## src/rtl/fp_div_seq_if.sv

```systemverilog
// fp_div_seq handshake bundle.
// Operand request and quotient response, each valid/ready.
interface fp_div_seq_if;
   logic        in_valid;
   logic        in_ready;
   logic [31:0] a;
   logic [31:0] b;
   logic        out_valid;
   logic        out_ready;
   logic [31:0] q;
   logic        dz;
   logic        inv;

   modport master (
      output in_valid, a, b, out_ready,
      input  in_ready, out_valid, q, dz, inv
   );

   modport slave (
      input  in_valid, a, b, out_ready,
      output in_ready, out_valid, q, dz, inv
   );
endinterface

```

## src/rtl/fp_div_seq.sv

```systemverilog
// Sequential IEEE-754 single divider, restoring, RNE.
// Denormals flush to zero on input and output.
module fp_div_seq (
   input logic         clk,
   input logic         rst,
   fp_div_seq_if.slave bus
);
   typedef enum logic [2:0] {
      IDLE, DIV, NORM, ROUND, DONE
   } state_t;

   state_t             state;
   logic [4:0]         cnt;
   logic               sign;
   logic signed [9:0]  expR;
   logic [24:0]        rem;
   logic [23:0]        divisor;
   logic [25:0]        quo;
   logic [23:0]        mant;
   logic               guard;
   logic               sticky;
   logic [31:0]        qR;
   logic               dzR;
   logic               invR;
   logic               outValidR;

   logic [7:0]         expA;
   logic [7:0]         expB;
   logic               fracANz;
   logic               fracBNz;
   logic               zeroA;
   logic               zeroB;
   logic               infA;
   logic               infB;
   logic               nanA;
   logic               nanB;
   logic               sgn;
   logic signed [9:0]  expDiff;

   logic               fits;
   logic [24:0]        remSub;
   logic [25:0]        quoN;
   logic signed [9:0]  expN;
   logic               inc;
   logic [24:0]        mantSum;
   logic [23:0]        mantR;
   logic signed [9:0]  expRnd;

   assign expA    = bus.a[30:23];
   assign expB    = bus.b[30:23];
   assign fracANz = |bus.a[22:0];
   assign fracBNz = |bus.b[22:0];
   assign zeroA   = (expA == 8'd0);
   assign zeroB   = (expB == 8'd0);
   assign infA    = (&expA) & ~fracANz;
   assign infB    = (&expB) & ~fracBNz;
   assign nanA    = (&expA) & fracANz;
   assign nanB    = (&expB) & fracBNz;
   assign sgn     = bus.a[31] ^ bus.b[31];
   assign expDiff = $signed({2'b00, expA})
                  - $signed({2'b00, expB})
                  + 10'sd127;

   assign fits   = (rem >= {1'b0, divisor});
   assign remSub = rem - {1'b0, divisor};

   assign quoN = quo[25] ? quo : {quo[24:0], 1'b0};
   assign expN = quo[25] ? expR : expR - 10'sd1;

   assign inc     = guard & (sticky | mant[0]);
   assign mantSum = {1'b0, mant} + {24'd0, inc};
   assign mantR   = mantSum[24] ? mantSum[24:1]
                                : mantSum[23:0];
   assign expRnd  = mantSum[24] ? expR + 10'sd1 : expR;

   assign bus.in_ready  = (state == IDLE);
   assign bus.out_valid = outValidR;
   assign bus.q         = qR;
   assign bus.dz        = dzR;
   assign bus.inv       = invR;

   // Control FSM with datapath and registered result.
   always_ff @(posedge clk) begin
      if (rst) begin
         state     <= IDLE;
         outValidR <= 1'b0;
         qR        <= 32'd0;
         dzR       <= 1'b0;
         invR      <= 1'b0;
      end else begin
         unique case (state)
            IDLE: begin
               if (bus.in_valid) begin
                  sign <= sgn;
                  dzR  <= 1'b0;
                  invR <= 1'b0;
                  if (nanA | nanB | (zeroA & zeroB)
                      | (infA & infB)) begin
                     qR        <= 32'h7FC00000;
                     invR      <= 1'b1;
                     outValidR <= 1'b1;
                     state     <= DONE;
                  end else if (zeroB & ~infA) begin
                     qR        <= {sgn, 8'hFF, 23'd0};
                     dzR       <= 1'b1;
                     outValidR <= 1'b1;
                     state     <= DONE;
                  end else if (zeroA | infB) begin
                     qR        <= {sgn, 31'd0};
                     outValidR <= 1'b1;
                     state     <= DONE;
                  end else if (infA) begin
                     qR        <= {sgn, 8'hFF, 23'd0};
                     outValidR <= 1'b1;
                     state     <= DONE;
                  end else begin
                     rem     <= {2'b01, bus.a[22:0]};
                     divisor <= {1'b1, bus.b[22:0]};
                     expR    <= expDiff;
                     quo     <= 26'd0;
                     cnt     <= 5'd0;
                     state   <= DIV;
                  end
               end
            end
            DIV: begin
               quo <= {quo[24:0], fits};
               rem <= fits ? {remSub[23:0], 1'b0}
                           : {rem[23:0], 1'b0};
               cnt <= cnt + 5'd1;
               if (cnt == 5'd25) state <= NORM;
            end
            NORM: begin
               mant   <= quoN[25:2];
               guard  <= quoN[1];
               sticky <= quoN[0] | (|rem);
               expR   <= expN;
               state  <= ROUND;
            end
            ROUND: begin
               if (expRnd >= 10'sd255)
                  qR <= {sign, 8'hFF, 23'd0};
               else if (expRnd <= 10'sd0)
                  qR <= {sign, 31'd0};
               else
                  qR <= {sign, expRnd[7:0], mantR[22:0]};
               outValidR <= 1'b1;
               state     <= DONE;
            end
            DONE: begin
               if (bus.out_ready) begin
                  outValidR <= 1'b0;
                  state     <= IDLE;
               end
            end
            default: state <= IDLE;
         endcase
      end
   end
endmodule
```

## src/flat_wrapper.sv

```systemverilog
// flat-port wrapper written by rule: the top's interface ports become plain ports
module fp_div_seq_flat 
  (clk, rst, bus_in_valid, bus_a, bus_b, bus_out_ready, bus_in_ready, bus_out_valid, bus_q, bus_dz, bus_inv);
  fp_div_seq_if bus_i ();
  input logic clk;
  input logic rst;
  input wire logic [$bits(bus_i.in_valid)-1:0] bus_in_valid;
  input wire logic [$bits(bus_i.a)-1:0] bus_a;
  input wire logic [$bits(bus_i.b)-1:0] bus_b;
  input wire logic [$bits(bus_i.out_ready)-1:0] bus_out_ready;
  output wire logic [$bits(bus_i.in_ready)-1:0] bus_in_ready;
  output wire logic [$bits(bus_i.out_valid)-1:0] bus_out_valid;
  output wire logic [$bits(bus_i.q)-1:0] bus_q;
  output wire logic [$bits(bus_i.dz)-1:0] bus_dz;
  output wire logic [$bits(bus_i.inv)-1:0] bus_inv;
  assign bus_i.in_valid = bus_in_valid;
  assign bus_i.a = bus_a;
  assign bus_i.b = bus_b;
  assign bus_i.out_ready = bus_out_ready;
  assign bus_in_ready = bus_i.in_ready;
  assign bus_out_valid = bus_i.out_valid;
  assign bus_q = bus_i.q;
  assign bus_dz = bus_i.dz;
  assign bus_inv = bus_i.inv;
  fp_div_seq u_core (.clk(clk), .rst(rst), .bus(bus_i));
endmodule
```

## config.mk

```make
export PLATFORM = sky130hd
export DESIGN_NAME = fp_div_seq_flat
export DESIGN_NICKNAME = d
export VERILOG_FILES = /design/src/rtl/fp_div_seq_if.sv /design/src/rtl/fp_div_seq.sv /design/src/flat_wrapper.sv
export SDC_FILE = /design/constraint.sdc
export NUM_CORES = 1
export LEC_CHECK = 0
export CAP_MARGIN = 20
export CELL_PAD_IN_SITES_DETAIL_PLACEMENT = 0
export CELL_PAD_IN_SITES_GLOBAL_PLACEMENT = 1
export CORE_MARGIN = 1.5
export CORE_UTILIZATION = 32
export CTS_BUF_LIST = sky130_fd_sc_hd__clkbuf_4 sky130_fd_sc_hd__clkbuf_8 sky130_fd_sc_hd__clkbuf_16
export DETAILED_ROUTE_END_ITERATION = 8
export GPL_ROUTABILITY_DRIVEN = 0
export HOLD_SLACK_MARGIN = 0.1
export PLACE_DENSITY = 0.62
export SLEW_MARGIN = 0
export SYNTH_ARGS = -nofsm -noshare
export SYNTH_HDL_FRONTEND = slang
export SYNTH_SLANG_ARGS = --single-unit
```

## constraint.sdc

```tcl
create_clock -name clk -period 8.2 [get_ports clk]
set_input_delay 2.05 -clock clk [delete_from_list [all_inputs] [get_ports clk]]
set_output_delay 2.05 -clock clk [all_outputs]
set_load 0.01 [all_outputs]
```

=== Word level (Yosys, flattened, before mapping) ===
Cells that the tools add are included.

* Flip-flop bits (word level): 154
* Bits of input ports: 68
* Output and inout port bits: 36
* Logic and storage cells: 137

* Add/sub/neg operators: 7
* Order comparisons: 3
* Eq/ne operators: 14
* Muxes and demuxes: 55
* Bitwise operators: 22
* Reduce and logical (&&, ||, !) cells: 21

{| class="wikitable"
|+ Operators by type and width
! cell !! count
|-
| 25-bit two-way mux || 7
|-
| 32-bit two-way mux || 5
|-
| 26-bit two-way mux || 5
|-
| 10-bit two-way mux || 7
|-
| 32-bit case mux with 2 select lines || 1
|-
| 31-bit two-way mux || 2
|-
| 26-bit case mux with 2 select lines || 1
|-
| 25-bit case mux with 2 select lines || 1
|-
| 23-bit OR reduction || 2
|-
| 24-bit by 1-bit adder with 25-bit output || 1
|-
| 25-bit by 24-bit >= comparator with 1-bit output || 1
|-
| 5-bit two-way mux || 5
|-
| 25-bit OR reduction || 1
|-
| 8-bit AND reduction || 3
|-
| 24-bit subtractor || 1
|-
| 23-bit two-way mux || 1
|-
| 3-bit two-way mux || 7
|-
| 10-bit case mux with 2 select lines || 1
|-
| 8-bit logical NOT || 2
|-
| 3-bit case mux with 5 select lines || 1
|-
| 2-bit inequality test (second input constant) || 7
|-
| 7-bit AND reduction || 2
|-
| 10-bit by 2-bit adder with 10-bit output (second input constant) || 1
|-
| 10-bit by 8-bit adder with 10-bit output (second input constant) || 1
|-
| other kinds (24) || 56
|}

=== Logic depth before layout (Yosys ltp) ===
* Depth after elaboration: 9
* Gate-level depth with buffers: 13
* Gate-level depth less buffers: 12

=== Worst setup path after synthesis ===
OpenSTA, ideal clock, no wires.

* Kind: input port to flip-flop
* From: input port bus_a[30]
* To: register u_core.cnt[0] (enable)
* Library setup time: 0.608 ns
* Data arrival time: 8.217 ns
* Data required time: 7.592 ns
* Setup slack: -0.625 ns
* Stages: 6
* Buffers on the path: 0
* Cell sequence: nand4_1 > nor2_1 > nor4b_1 > and2_1 > nor2_1 > nor4_1

* Longest elaborated chain between the ends: 7
* Elaborated cells between the ends (all ways): 17
* Classes of those cells: 4 x eq/ne; 10 x bitwise; 3 x reduce/logical

{| class="wikitable"
|+ RTL lines
! element !! line !! source
|-
| start: declaration || flat_wrapper.sv:8 || <nowiki>input wire logic [$bits(bus_i.a)-1:0] bus_a;</nowiki>
|-
| 8-bit AND reduction || fp_div_seq.sv:55, fp_div_seq.sv:57 ||
|-
| 1-bit bitwise AND || fp_div_seq.sv:57 || <nowiki>assign nanA = (&expA) & fracANz;</nowiki>
|-
| 1-bit bitwise OR (2 in a row) || fp_div_seq.sv:97 || <nowiki>if (nanA | nanB | (zeroA & zeroB)</nowiki>
|-
| 1-bit bitwise OR || fp_div_seq.sv:98 || <nowiki>| (infA & infB)) begin</nowiki>
|-
| 2-bit inequality test (no line) || - ||
|-
| 7-bit AND reduction (no line) * || - ||
|-
| end signal: assignment || fp_div_seq.sv:130 || <nowiki>cnt <= cnt + 5'd1;</nowiki>
|-
| end: declaration || fp_div_seq.sv:13 || <nowiki>logic [4:0] cnt;</nowiki>
|}

Mark *: on every way between the ends. The rest lies on a longest branch, timed or not.
A chain may end at the register's enable or synchronous reset.

=== Final worst setup path ===
* From: input port bus_b[16]
* To: register u_core.qR[24] (netlist: u_core.bus.q[24])

* Longest elaborated chain between the ends: 9
* Elaborated cells between the ends (all ways): 16
* Classes of those cells: 1 x eq/ne; 5 x mux; 8 x bitwise; 2 x reduce/logical

{| class="wikitable"
|+ RTL lines
! element !! line !! source
|-
| start: declaration || flat_wrapper.sv:9 || <nowiki>input wire logic [$bits(bus_i.b)-1:0] bus_b;</nowiki>
|-
| 23-bit OR reduction * || fp_div_seq.sv:52 || <nowiki>assign fracBNz = |bus.b[22:0];</nowiki>
|-
| 1-bit NOT || fp_div_seq.sv:56 || <nowiki>assign infB = (&expB) & ~fracBNz;</nowiki>
|-
| 1-bit bitwise AND || fp_div_seq.sv:56 ||
|-
| 1-bit bitwise OR || fp_div_seq.sv:108 || <nowiki>end else if (zeroA | infB) begin</nowiki>
|-
| 32-bit two-way mux || fp_div_seq.sv:108 ||
|-
| 32-bit two-way mux || fp_div_seq.sv:103 || <nowiki>end else if (zeroB & ~infA) begin</nowiki>
|-
| 32-bit two-way mux || fp_div_seq.sv:97 ||
|-
| 32-bit two-way mux || fp_div_seq.sv:93 || <nowiki>if (bus.in_valid) begin</nowiki>
|-
| 32-bit case mux with 2 select lines || fp_div_seq.sv:91 || <nowiki>unique case (state)</nowiki>
|-
| end signal: assignment || fp_div_seq.sv:104 || <nowiki>qR <= {sgn, 8'hFF, 23'd0};</nowiki>
|-
| end signal: assignment || fp_div_seq.sv:109 || <nowiki>qR <= {sgn, 31'd0};</nowiki>
|-
| end signal: assignment || fp_div_seq.sv:113 || <nowiki>qR <= {sgn, 8'hFF, 23'd0};</nowiki>
|-
| end: declaration || fp_div_seq.sv:22 || <nowiki>logic [31:0] qR;</nowiki>
|}

Mark *: on every way between the ends. The rest lies on a longest branch, timed or not. The select of a mux whose other input is x is not followed.

==> run metrics <==
status=complete, no violations; critical path class=primary input to register; overall power=approximately 2.4 mW; actual slew at the worst max-slew pin=between 0.7 and 0.8 ns; peak supply drop=0.1370 mV; first-pass GRT wire length=between 30 and 40 mm; Crit Path Max Fanout=6; mean number of vias per cell=around 5; Post-Syn Area=9360 sq um; Core Rows=between 60 and 70; Setup TNS=0 ns; Worst Hold Class=register to register; area delta synth->final=21.80%; post-synthesis sequential area ratio=0.4534; Yosys reg bits=approximately 150; antenna violations before repair=0; PostCTS Resize Cnt=0; GR Util All Layers=0.1565; Residual DRC=0; critical path capture point type=register; Clock Sinks=between 150 and 200; CP arrival=~4.7 ns; Clock Skew=between 0.02 and 0.025 ns; post-synth cell types=80; RSZ-0062 raised after global routing=false; CP required=8.52 ns; CTS max path bufs=2; CTS Buf Count=17; antenna-violating nets left=0; Final Hold Viols=0; die span in x=approximately 170 microns; number of flops mapped to enable cells by yosys=roughly 120; grt ovf=0; Die Ht=~170 microns; Mapped Nets=1037; synth warn=0; leakage=between 4 and 5 nW; Async SR Flop Fraction=0; WL per Instance=approximately 16 microns; vias in the first global route=7060; Final Max Tran Viols=0; Initial DRC Count=~420; total iterations of the first detailed-routing run=5; ratio of final minimum period to clock period=0.5358; clk_lat worst skew=around 0.44 ns; synthesized area per cell=about 10 sq um; CTS H-tree lvls=4; DPL Wire Length=roughly 17 mm; fmax=227.6 MHz; CTS tree=done; largest net degree at the start of global routing=57; Core Area=between 20000 and 30000 sq um; minimum clock period=around 4.4 ns; Post-synth top flop=edfxtp_1; die footprint=slightly above 30000 sq um; Reg clk slew, reported paths=0.08 ns; final core occ=0.3961; vias=approximately 7100; PD cells=209.4 nW/um^2; final setup violation count=0; Nets=1127; Max-Slew Margin vs Limit=0.4737; setup bufs post-CTS=0; layout cells sized above 1=0.1095; CTS Hold Bufs=0; ant diodes=0; Initial Util=0.3252; most frequent cells in the layout=116 x edfxtp_1, 103 x clkdlybuf4s50_1, 93 x nand2_1, 58 x nor2_1, 54 x inv_1; most common cell after layout, fill and taps aside=edfxtp_1; IO Count=~100; maxcap violations=0; CTS root buffer=clkbuf_16; WL final=~23 mm; crit start category=primary input; Syn Inst Count=around 930; layout filler cell count=about 2900; I/O Buffers=103
## sequential cells by signal, summed over array words and instances (netlist names)
name	count
u_core.cnt	5
u_core.sign	1
u_core.sticky	1
u_core.bus.q	32
u_core.expR	10
u_core.quo	26
u_core.bus.dz	1
u_core.divisor	23
u_core.guard	1
u_core.bus.inv	1
u_core.state	3
u_core.mant	24
u_core.bus.out_valid	1
u_core.rem	25
## power by group
group | leakage [nW] | total, mW | switching, mW | internal [mW]
sequential | 1.39 | 1.00 | 0.0628 | 0.939
combinational | 2.51 | 0.588 | 0.322 | 0.265
clock | 0.291 | 0.798 | 0.386 | 0.412
## Yosys cell counts, types with 10 or more instances
master | instances | area share
a21oi_1 | 41 | 0.022
a22o_1 | 12 | 0.011
and2_1 | 35 | 0.023
clkbuf_1 | 33 | 0.013
dfxtp_1 | 38 | 0.081
edfxtp_1 | 116 | 0.37
ha_1 | 38 | 0.051
inv_1 | 54 | 0.022
mux2_2 | 28 | 0.034
mux2i_1 | 23 | 0.025
nand2_1 | 93 | 0.037
nand3_1 | 21 | 0.011
nand4_1 | 16 | 0.011
nor2_1 | 59 | 0.024
nor3_1 | 11 | 0.0059
nor4_1 | 27 | 0.018
o21a_1 | 10 | 0.0080
o21ai_0 | 41 | 0.022
o21ai_2 | 10 | 0.0094
xnor2_1 | 37 | 0.035
xor2_1 | 31 | 0.029
## metal layers
metal | wire length, microns | global-route usage | vias to the layer above | share of wire
li1 | - | - | 3592 | -
met1 | 11370 | 0.2154 | 3315 | 0.49
met2 | 10830 | 0.2542 | 136 | 0.47
met3 | 731 | 0.02668 | 18 | 0.032
met4 | 236 | 0.04059 | 0 | 0.010
met5 | 0 | 0 | - | 0
## worst paths after layout
| path | from | endpoint | slack (ns) | cells past startpoint |
|---|---|---|---|---|
| worst max-delay path | bus_b[16] | u_core.bus.q[24]$_SDFFE_PP0P_ | 3.81 | 9 |
| worst min-delay path | u_core.bus.q[7]$_SDFFE_PP0P_ | u_core.bus.q[7]$_SDFFE_PP0P_ | 0.46 | 2 |
| worst max register to register | u_core.rem[11]$_DFFE_PP_ | u_core.rem[6]$_DFFE_PP_ | 4.18 | 10 |
| worst min register to register | u_core.bus.q[7]$_SDFFE_PP0P_ | u_core.bus.q[7]$_SDFFE_PP0P_ | 0.46 | 2 |
## layout make-up
type,instances,area [sq um],share of cell area
sequential,154,4244,0.3723
tap,384,480.5,0.04214
multi-input combinational,678,4751,0.4167
clock buffer,17,425.4,0.03731
clock inverter,15,176.4,0.01547
inverter,54,202.7,0.01778
timing repair buffer,114,1121,0.09833
## through the flow
step | instances | setup WS [ns] | hold WS [ns] | cell area, sq um
final | 1416 | 3.807 | 0.4586 | 11400
after global routing | 1416 | 3.521 | 0.4837 | 11400
after CTS | 1415 | 3.706 | 0.4615 | 11390
after detailed placement | 1383 | 3.248 | 0.4439 | 10790
after global placement | 1382 | 3.252 | 0.4375 | 10780
after floorplan | 929 | 1.748 | 0.4720 | 9366
## critical path: stages
cell             delay [ns]
clkdlybuf4s50_1        0.42
nor4_1                 0.68
nand4_1                0.29
nor2_1                 0.27
nor2_1                 0.06
o311a_1                0.42
inv_1                  0.11
a21oi_1                0.09
a221o_2                0.31
## kinds of logic after synthesis
logic type,after synthesis,share of synthesized area
buffers and inverters,97,0.04211
adder cells (fa/ha/maj),40,0.05507
multiplexers,51,0.05828
AND/OR/NAND/NOR,335,0.1929
XOR/XNOR,68,0.06363
flip-flops,154,0.4534
AO/OA/AOI/OAI,184,0.1346
No activity file was read; power rests on OpenSTA's default activity.
